File: config.mk
export PLATFORM = sky130hd
export DESIGN_NAME = multibyte_add_seq
export DESIGN_NICKNAME = d
export VERILOG_FILES = /design/src/rtl/multibyte_add_seq_pkg.sv /design/src/rtl/adder_8bit.sv /design/src/rtl/multibyte_add_seq.sv
export SDC_FILE = /design/constraint.sdc
export NUM_CORES = 1
export LEC_CHECK = 0
export BUFFER_PORTS_ARGS = -buffer_cell sky130_fd_sc_hd__buf_2
export CORE_UTILIZATION = 45
export CTS_CLUSTER_DIAMETER = 150
export DETAILED_ROUTE_END_ITERATION = 8
export PLACE_DENSITY = 0.81
export SLEW_MARGIN = 0
export SYNTH_ARGS = -nofsm -noshare
export SYNTH_HDL_FRONTEND = slang
export SYNTH_SLANG_ARGS = --single-unit
File: constraint.sdc
create_clock -name clk -period 9.3 [get_ports clk]
set_input_delay 1.86 -clock clk [delete_from_list [all_inputs] [get_ports clk]]
set_output_delay 1.86 -clock clk [all_outputs]
set_load 0.03 [all_outputs]
File: src/rtl/multibyte_add_seq_pkg.sv
// Shared definitions for the byte-serial wide adder: state encoding and default width.
package multibyte_add_seq_pkg;

  localparam int NBYTES_DEFAULT = 4;

  localparam logic [1:0] ST_IDLE = 2'd0;
  localparam logic [1:0] ST_RUN  = 2'd1;
  localparam logic [1:0] ST_DONE = 2'd2;

  typedef enum logic [1:0] {
    IDLE = ST_IDLE,
    RUN  = ST_RUN,
    DONE = ST_DONE
  } state_t;

  function automatic int idx_width(input int nbytes);
    return (nbytes > 1) ? $clog2(nbytes) : 1;
  endfunction

endpackage

File: src/rtl/adder_8bit.sv
// Existing 8-bit ripple adder cell with carry in and carry out.
module adder_8bit (
  input  logic [7:0] a,
  input  logic [7:0] b,
  input  logic       cin,
  output logic [7:0] s,
  output logic       cout
);

  assign {cout, s} = {1'b0, a} + {1'b0, b} + {8'b0, cin};

endmodule

File: src/rtl/multibyte_add_seq.sv
// NBYTES-wide add/subtract computed one byte per clock through a single 8-bit adder,
// LSB first, with valid/ready handshakes on both the operand and result sides.
module multibyte_add_seq
  import multibyte_add_seq_pkg::*;
#(
  parameter int NBYTES = NBYTES_DEFAULT,
  localparam int W = 8 * NBYTES
) (
  input  logic         clk,
  input  logic         rst,
  input  logic         in_valid,
  output logic         in_ready,
  input  logic [W-1:0] op_a,
  input  logic [W-1:0] op_b,
  input  logic         sub,
  output logic         out_valid,
  input  logic         out_ready,
  output logic [W-1:0] sum,
  output logic         cout,
  output logic         overflow
);

  localparam int IDXW = idx_width(NBYTES);

  state_t            state;
  logic [W-1:0]      a_sh;
  logic [W-1:0]      b_sh;
  logic [W-1:0]      sum_sh;
  logic [W-1:0]      sum_next;
  logic              carry_q;
  logic              ovf_q;
  logic [IDXW-1:0]   idx;
  logic [7:0]        add_s;
  logic              add_c;
  logic              last;

  // Signed overflow: operands agree in sign but the result's sign differs.
  function automatic logic signed_ovf(input logic a_msb, input logic b_msb, input logic s_msb);
    return (a_msb == b_msb) && (s_msb != a_msb);
  endfunction

  adder_8bit u_add (
    .a    (a_sh[7:0]),
    .b    (b_sh[7:0]),
    .cin  (carry_q),
    .s    (add_s),
    .cout (add_c)
  );

  generate
    if (NBYTES == 1) begin : g_one
      assign sum_next = add_s;
    end else begin : g_many
      assign sum_next = {add_s, sum_sh[W-1:8]};
    end
  endgenerate

  assign last      = (idx == IDXW'(NBYTES - 1));
  assign in_ready  = (state == IDLE);
  assign out_valid = (state == DONE);
  assign sum       = sum_sh;
  assign cout      = carry_q;
  assign overflow  = ovf_q;

  always_ff @(posedge clk) begin
    if (rst) begin
      state   <= IDLE;
      carry_q <= 1'b0;
      idx     <= '0;
      sum_sh  <= '0;
      ovf_q   <= 1'b0;
    end else begin
      case (state)
        IDLE: begin
          if (in_valid) begin
            a_sh    <= op_a;
            // Subtraction is A + ~B + 1: the +1 enters as the first byte's carry-in.
            b_sh    <= sub ? ~op_b : op_b;
            carry_q <= sub;
            idx     <= '0;
            state   <= RUN;
          end
        end
        RUN: begin
          a_sh    <= a_sh >> 8;
          b_sh    <= b_sh >> 8;
          sum_sh  <= sum_next;
          carry_q <= add_c;
          idx     <= idx + 1'b1;
          if (last) begin
            ovf_q <= signed_ovf(a_sh[7], b_sh[7], add_s[7]);
            state <= DONE;
          end
        end
        DONE: begin
          if (out_ready) state <= IDLE;
        end
        default: state <= IDLE;
      endcase
    end
  end

endmodule

==> results_dict.tcl, run 1 <==
set metrics [dict create \
    cts_buffer_depth 2 \
    cts_setup_buffers 0 \
    peakVddDrop_v 0.0000920 \
    placed_area_um2 5110 \
    grt_overflow_total 0 \
    core_area_um2 9730 \
    regToRegStartpoint "cout$_SDFFE_PP0P_" \
    drive_above_1_share 0.232 \
    synth_cell_type_count 35 \
    fin_crit_ns 3.06 \
    hold_buffers 0 \
    grt_max_degree 117 \
    final_common_cell "nand2_1" \
    syn-num-nets 534 \
    postRouteAntennaNets 0 \
    syn_inst 455 \
    cts.htree.levels 3 \
    routed_wl_mm 8.21 \
    endpoint_kind "output port" \
    ys.flop_type "edfxtp_1" \
    yosys_warnings 0 \
    dieArea_um2 10400 \
    cp_slowest_cell "dfxtp_1" \
    fin_crit_sh 0.330 \
    die_h_um 102 \
    crit_type "flip-flop to output port" \
    fin_skew_ns 0.0136 \
    antenna-diode-count 0 \
    status "complete, no violations" \
    place.gp.congestion 0.883 \
    postCtsResizedCells 0 \
    drc 0 \
    final_util 0.546 \
    initialDrtViolationCount 111 \
    synthesis.area_um2 4520 \
    grt_pass1_vias 2990 \
    cts-buffers-inserted 9 \
    hold_violations 0 \
    async_flop_share 0 \
    path_cells "nor2b_1, buf_2" \
    slew_headroom 0.253 \
    path_buf_inv 1 \
    tns_ns 0 \
    cellPowerDensity_nw_per_um2 179 \
    max_freq_mhz 326 \
    synth_seq_cells 102 \
    required_ns 7.44 \
    cp-start-kind "flip-flop" \
    leakage_uw 0.00216 \
    area_growth_pct 17.7 \
    yosysTopAreaCell "edfxtp_1" \
    ys_seq_area_frac 0.594 \
    max_slew.worst_pin.slew_ns 1.12 \
    synth_area_leaders "edfxtp_1 (43%), dfxtp_1 (17%), nand2_1 (13%)" \
    placed_cells 666 \
    clkTransAtPathRegs_ns 0.09 \
    worst-path-max-fanout 7 \
    core.rowCount 36 \
    synth_top_area_frac 0.426 \
    final_cell_mix "nand2_1 (153), buf_2 (104), edfxtp_1 (64), dfxtp_1 (38), a21oi_1 (36)" \
    vias 3339 \
    maxCapViolCount 0 \
    start_util 0.464 \
    gr-usage-all-layers 0.163 \
    ios 105 \
    grt_pass1_wl_mm 13.1 \
    arrival_ns 1.20 \
    root_buffer "clkbuf_8" \
    cts_tree "built" \
    hpwl_mm 5.62 \
    rsz0062_at_grt "false" \
    maxSlewViolCount 0 \
    syn_area_per_cell_um2 9.92 \
    wl_per_cell_um 12.1 \
    critPathMaxStageDelay_ns 0.43 \
    insertion_delay_ns 0.37 \
    worstSetupStartpoint "state[1]$_SDFFE_PP0P_" \
    crit_family "flip-flops" \
    via_per_inst 4.90 \
    clock-sinks 102 \
    io_buffers 104 \
    worstHoldStart "sum[7]$_SDFFE_PP0P_" \
    setup_violations 0 \
    nNetsFinal 623 \
    die_x_um 102 \
    holdCritPathClass "flip-flop to flip-flop" \
    final_cell_area_um2 5310 \
    synth_edf_count 64 \
    dr.pass1.iters 6 \
    antenna_found_initial 0 \
    stdcell_count 681 \
]
[final cells by class]
type / count / area (µm²)
multi-input combinational: 321 / 1710
tap: 133 / 166
inverter: 4 / 15.0
sequential: 102 / 2680
fill: 867 / 4420
clock buffer: 9 / 124
clock inverter: 6 / 78.8
timing repair buffer: 106 / 536
[flip-flops by register name, summed over array words and instances (netlist names)]
signal,cells
cout,1
a_sh,32
b_sh,32
overflow,1
idx,2
state,2
sum,32
[kinds of logic (layout without fill, tap and decap cells)]
logic type,after synthesis,count (layout),synth area share
and+or+nand+nor,191,191,0.170
DFF,102,102,0.594
AOI/OAI and AO/OA,83,83,0.103
xor gates and xnor gates,37,37,0.0718
buffers and inverters,32,125,0.0299
adders and majority gates,10,10,0.0310
[where the power goes]
part           switching [µW]  internal (µW)  total, µW  leakage [µW]
sequential               13.2            517        530      0.000925
clock                     157            129        285      0.000104
combinational            83.1           53.5        137       0.00113
total                     253            699        952       0.00216
[worst reg2reg max path, stage by stage, from the launching register on]
cell,delay (ns)
dfxtp_1,0.44
fa_1,0.26
inv_1,0.07
fa_1,0.40
nor2b_1,0.17
o31a_1,0.22
o22ai_1,0.12
xor2_1,0.16
a211oi_1,0.26
[path summary, 6_finish.rpt]
path / end / slack, ns / cells after the start
setup / recovery: out_valid / 6.24 / 2
hold / removal: sum[7]$_SDFFE_PP0P_ / 0.46 / 2
setup reg to reg: sum[30]$_SDFFE_PP0P_ / 7.12 / 8
hold reg to reg: sum[7]$_SDFFE_PP0P_ / 0.46 / 2
[layer usage]
layer	GRT usage	vias to the layer above	routed length (µm)
li1	-	1700	-
met1	0.205	1506	3630
met2	0.271	118	3890
met3	0.0445	15	552
met4	0.0549	0	136
met5	0	-	0
[through the flow]
step                setup WS, ns  power, µW  hold slack [ns]
floorplan                   4.06        637            0.470
global placement            5.92        671            0.439
detailed placement          5.88        678            0.452
CTS                         6.23        959            0.465
global route                6.18        995            0.486
finish                      6.24        952            0.462
[cells in the mapped netlist, types with 2 or more instances]
library cell    n
buf_2           9
nand2_1       153
a211oi_1        6
a21oi_1        36
clkbuf_1       17
fa_1            2
nor2_1         20
and2_1          8
xor2_1          3
inv_1           4
nand2b_1        2
edfxtp_1       64
dfxtp_1        38
o21ai_0        29
o211ai_1        2
xnor2_1        34
nor2b_1         2
ha_1            8
o21a_1          2
Power figures use the tool's default switching activity.
==> inputs of run 2 (changes only) <==
--- a/config.mk
+++ b/config.mk
@@ -9,7 +9,7 @@
 export CORE_UTILIZATION = 45
 export CTS_CLUSTER_DIAMETER = 150
 export DETAILED_ROUTE_END_ITERATION = 8
-export PLACE_DENSITY = 0.81
+export PLACE_DENSITY = 0.83
 export SLEW_MARGIN = 0
 export SYNTH_ARGS = -nofsm -noshare
 export SYNTH_HDL_FRONTEND = slang
==> constraint.sdc (replaced) <==
create_clock -name clk -period 2.7 [get_ports clk]
set_input_delay 0.54 -clock clk [delete_from_list [all_inputs] [get_ports clk]]
set_output_delay 0.54 -clock clk [all_outputs]
set_load 0.03 [all_outputs]
==> run 2 against run 1 <==
  * Worst setup slack lost 5.6 ns
  * Power grew to 3.5 times the previous value
  * Routed wire length increased by 5.2%
  * Highest routed layer unchanged
  * Final cell count grew 0.88%
  * Clock skew fell by 0.0047 ns
  * Clock-buffer cell count unchanged
  * Critical path type is now flip-flop to flip-flop
  * Critical endpoint is now sum[30]$_SDFFE_PP0P_
  * Sequential share of layout area is 0.49 points lower
==> results_dict.tcl, run 2 (same netlist as run 1, synthesis figures left out) <==
set metrics [dict create \
    grt_max_degree 65 \
    intPower_uw 2420 \
    path_buf_inv 1 \
    cp_slowest_cell "dfxtp_1" \
    antenna-diode-count 0 \
    crit_top_cell "fa_1" \
    fin_skew_ns 0.00884 \
    slew_headroom 0.508 \
    via_per_inst 4.87 \
    cts-buffers-inserted 9 \
    drc 0 \
    crit_family "adder cells" \
    routed_wl_mm 8.64 \
    postCtsResizedCells 0 \
    cts_buffer_depth 2 \
    peakVddDrop_v 0.000404 \
    nNetsFinal 628 \
    gr-usage-all-layers 0.169 \
    maxCapViolCount 0 \
    hold_buffers 0 \
    power_frac_seq 0.553 \
    max_freq_mhz 494 \
    endpoint_kind "flip-flop" \
    switchingPower_uw 881 \
    ios 105 \
    antenna_found_initial 0 \
    arrival_ns 2.29 \
    fin_crit_sh 0.750 \
    postRouteAntennaNets 0 \
    core_area_um2 9730 \
    place.gp.congestion 0.806 \
    worst-path-max-fanout 4 \
    tns_ns 0 \
    path_cells "fa_1, inv_1, fa_1, nor2b_1, o31a_1, o22ai_1, xor2_1, a211oi_1" \
    drive_above_1_share 0.240 \
    dr.pass1.iters 4 \
    status "complete, no violations" \
    max_slew.worst_pin.slew_ns 0.737 \
    vias 3345 \
    grt_pass1_vias 2939 \
    hpwl_mm 6.05 \
    fin_crit_ns 2.03 \
    cts_setup_buffers 0 \
    crit_type "flip-flop to flip-flop" \
    rsz0062_at_grt "false" \
    cellPowerDensity_nw_per_um2 614 \
    final_common_cell "nand2_1" \
    final_cell_mix "nand2_1 (153), buf_2 (104), edfxtp_1 (64), dfxtp_1 (38), a21oi_1 (36)" \
    root_buffer "clkbuf_8" \
    wl_per_cell_um 12.6 \
    p_clk_frac 0.299 \
    area_growth_pct 18.8 \
    final_cell_area_um2 5370 \
    netSwitchingFraction 0.267 \
    core.rowCount 36 \
    dieArea_um2 10400 \
    required_ns 2.97 \
    die_h_um 102 \
    grt_pass1_wl_mm 13.4 \
    holdCritPathClass "primary input to flip-flop" \
    cp-start-kind "flip-flop" \
    setup_violations 0 \
    grt_overflow_total 0 \
    placed_area_um2 5160 \
    maxSlewViolCount 0 \
    cts.htree.levels 3 \
    initialDrtViolationCount 148 \
    leakage_uw 0.00218 \
    combPwrFrac 0.148 \
    insertion_delay_ns 0.36 \
    clock-sinks 102 \
    hold_violations 0 \
    io_buffers 104 \
    cts_tree "built" \
    critPathMaxStageDelay_ns 0.42 \
    die_x_um 102 \
    start_util 0.464 \
    clkTransAtPathRegs_ns 0.10 \
]
[run 2: cell count changes in the layout (fill, tap and decap cells not counted)]
cell / change
buf_12: +1
clkinv_2: +1
clkinv_4: -2
buf_4: +4
clkinvlp_4: +2
[run 2: through the flow]
step	cells	worst slack (ns)	hold slack (ns)	util	power (µW)
floorplan	455	0.548	0.470	-	2190
global placement	671	0.756	0.438	0.530	2330
detailed placement	671	0.696	0.445	0.530	2350
CTS	687	0.672	0.422	0.551	3310
global route	687	0.517	0.421	0.551	3440
finish	687	0.675	0.443	0.551	3300
[run 2: path summary, 6_finish.rpt]
path | startpoint | to | slack, ns | cells past startpoint
setup / recovery | cout$_SDFFE_PP0P_ | sum[30]$_SDFFE_PP0P_ | 0.67 | 8
hold / removal | op_a[17] | a_sh[17]$_DFFE_PP_ | 0.44 | 3
setup reg to reg | cout$_SDFFE_PP0P_ | sum[30]$_SDFFE_PP0P_ | 0.67 | 8
hold reg to reg | sum[0]$_SDFFE_PP0P_ | sum[0]$_SDFFE_PP0P_ | 0.46 | 2
[run 2: power by group through the flow]
stage	clock, µW	sequential, µW	combinational, µW
2_1_floorplan	0	1890	303
3_3_place_gp	0	1850	472
3_5_place_dp	0	1860	490
4_1_cts	999	1820	492
5_1_grt	1060	1830	548
6_report	984	1820	488
[run 2: layout make-up]
type | count | area (µm²)
clock buffers | 9 | 124
clock inverters | 7 | 81.3
fillers | 866 | 4360
inverters | 4 | 15.0
multi-input cells | 321 | 1710
flip-flops and latches | 102 | 2680
well taps | 133 | 166
repair buffers | 111 | 586
[run 2: worst min-delay path: stages]
cell and delay [ns]:
buf_2 0.08, nand2_1 0.04, nand2_1 0.05
[run 2: metal layers]
layer  GRT usage  up-vias  routed length (µm)
met5           0        -                   0
met4      0.0604        0                  98
met3      0.0431       10                 496
met2       0.282      107                4310
met1       0.213     1522                3740
li1            -     1706                   -
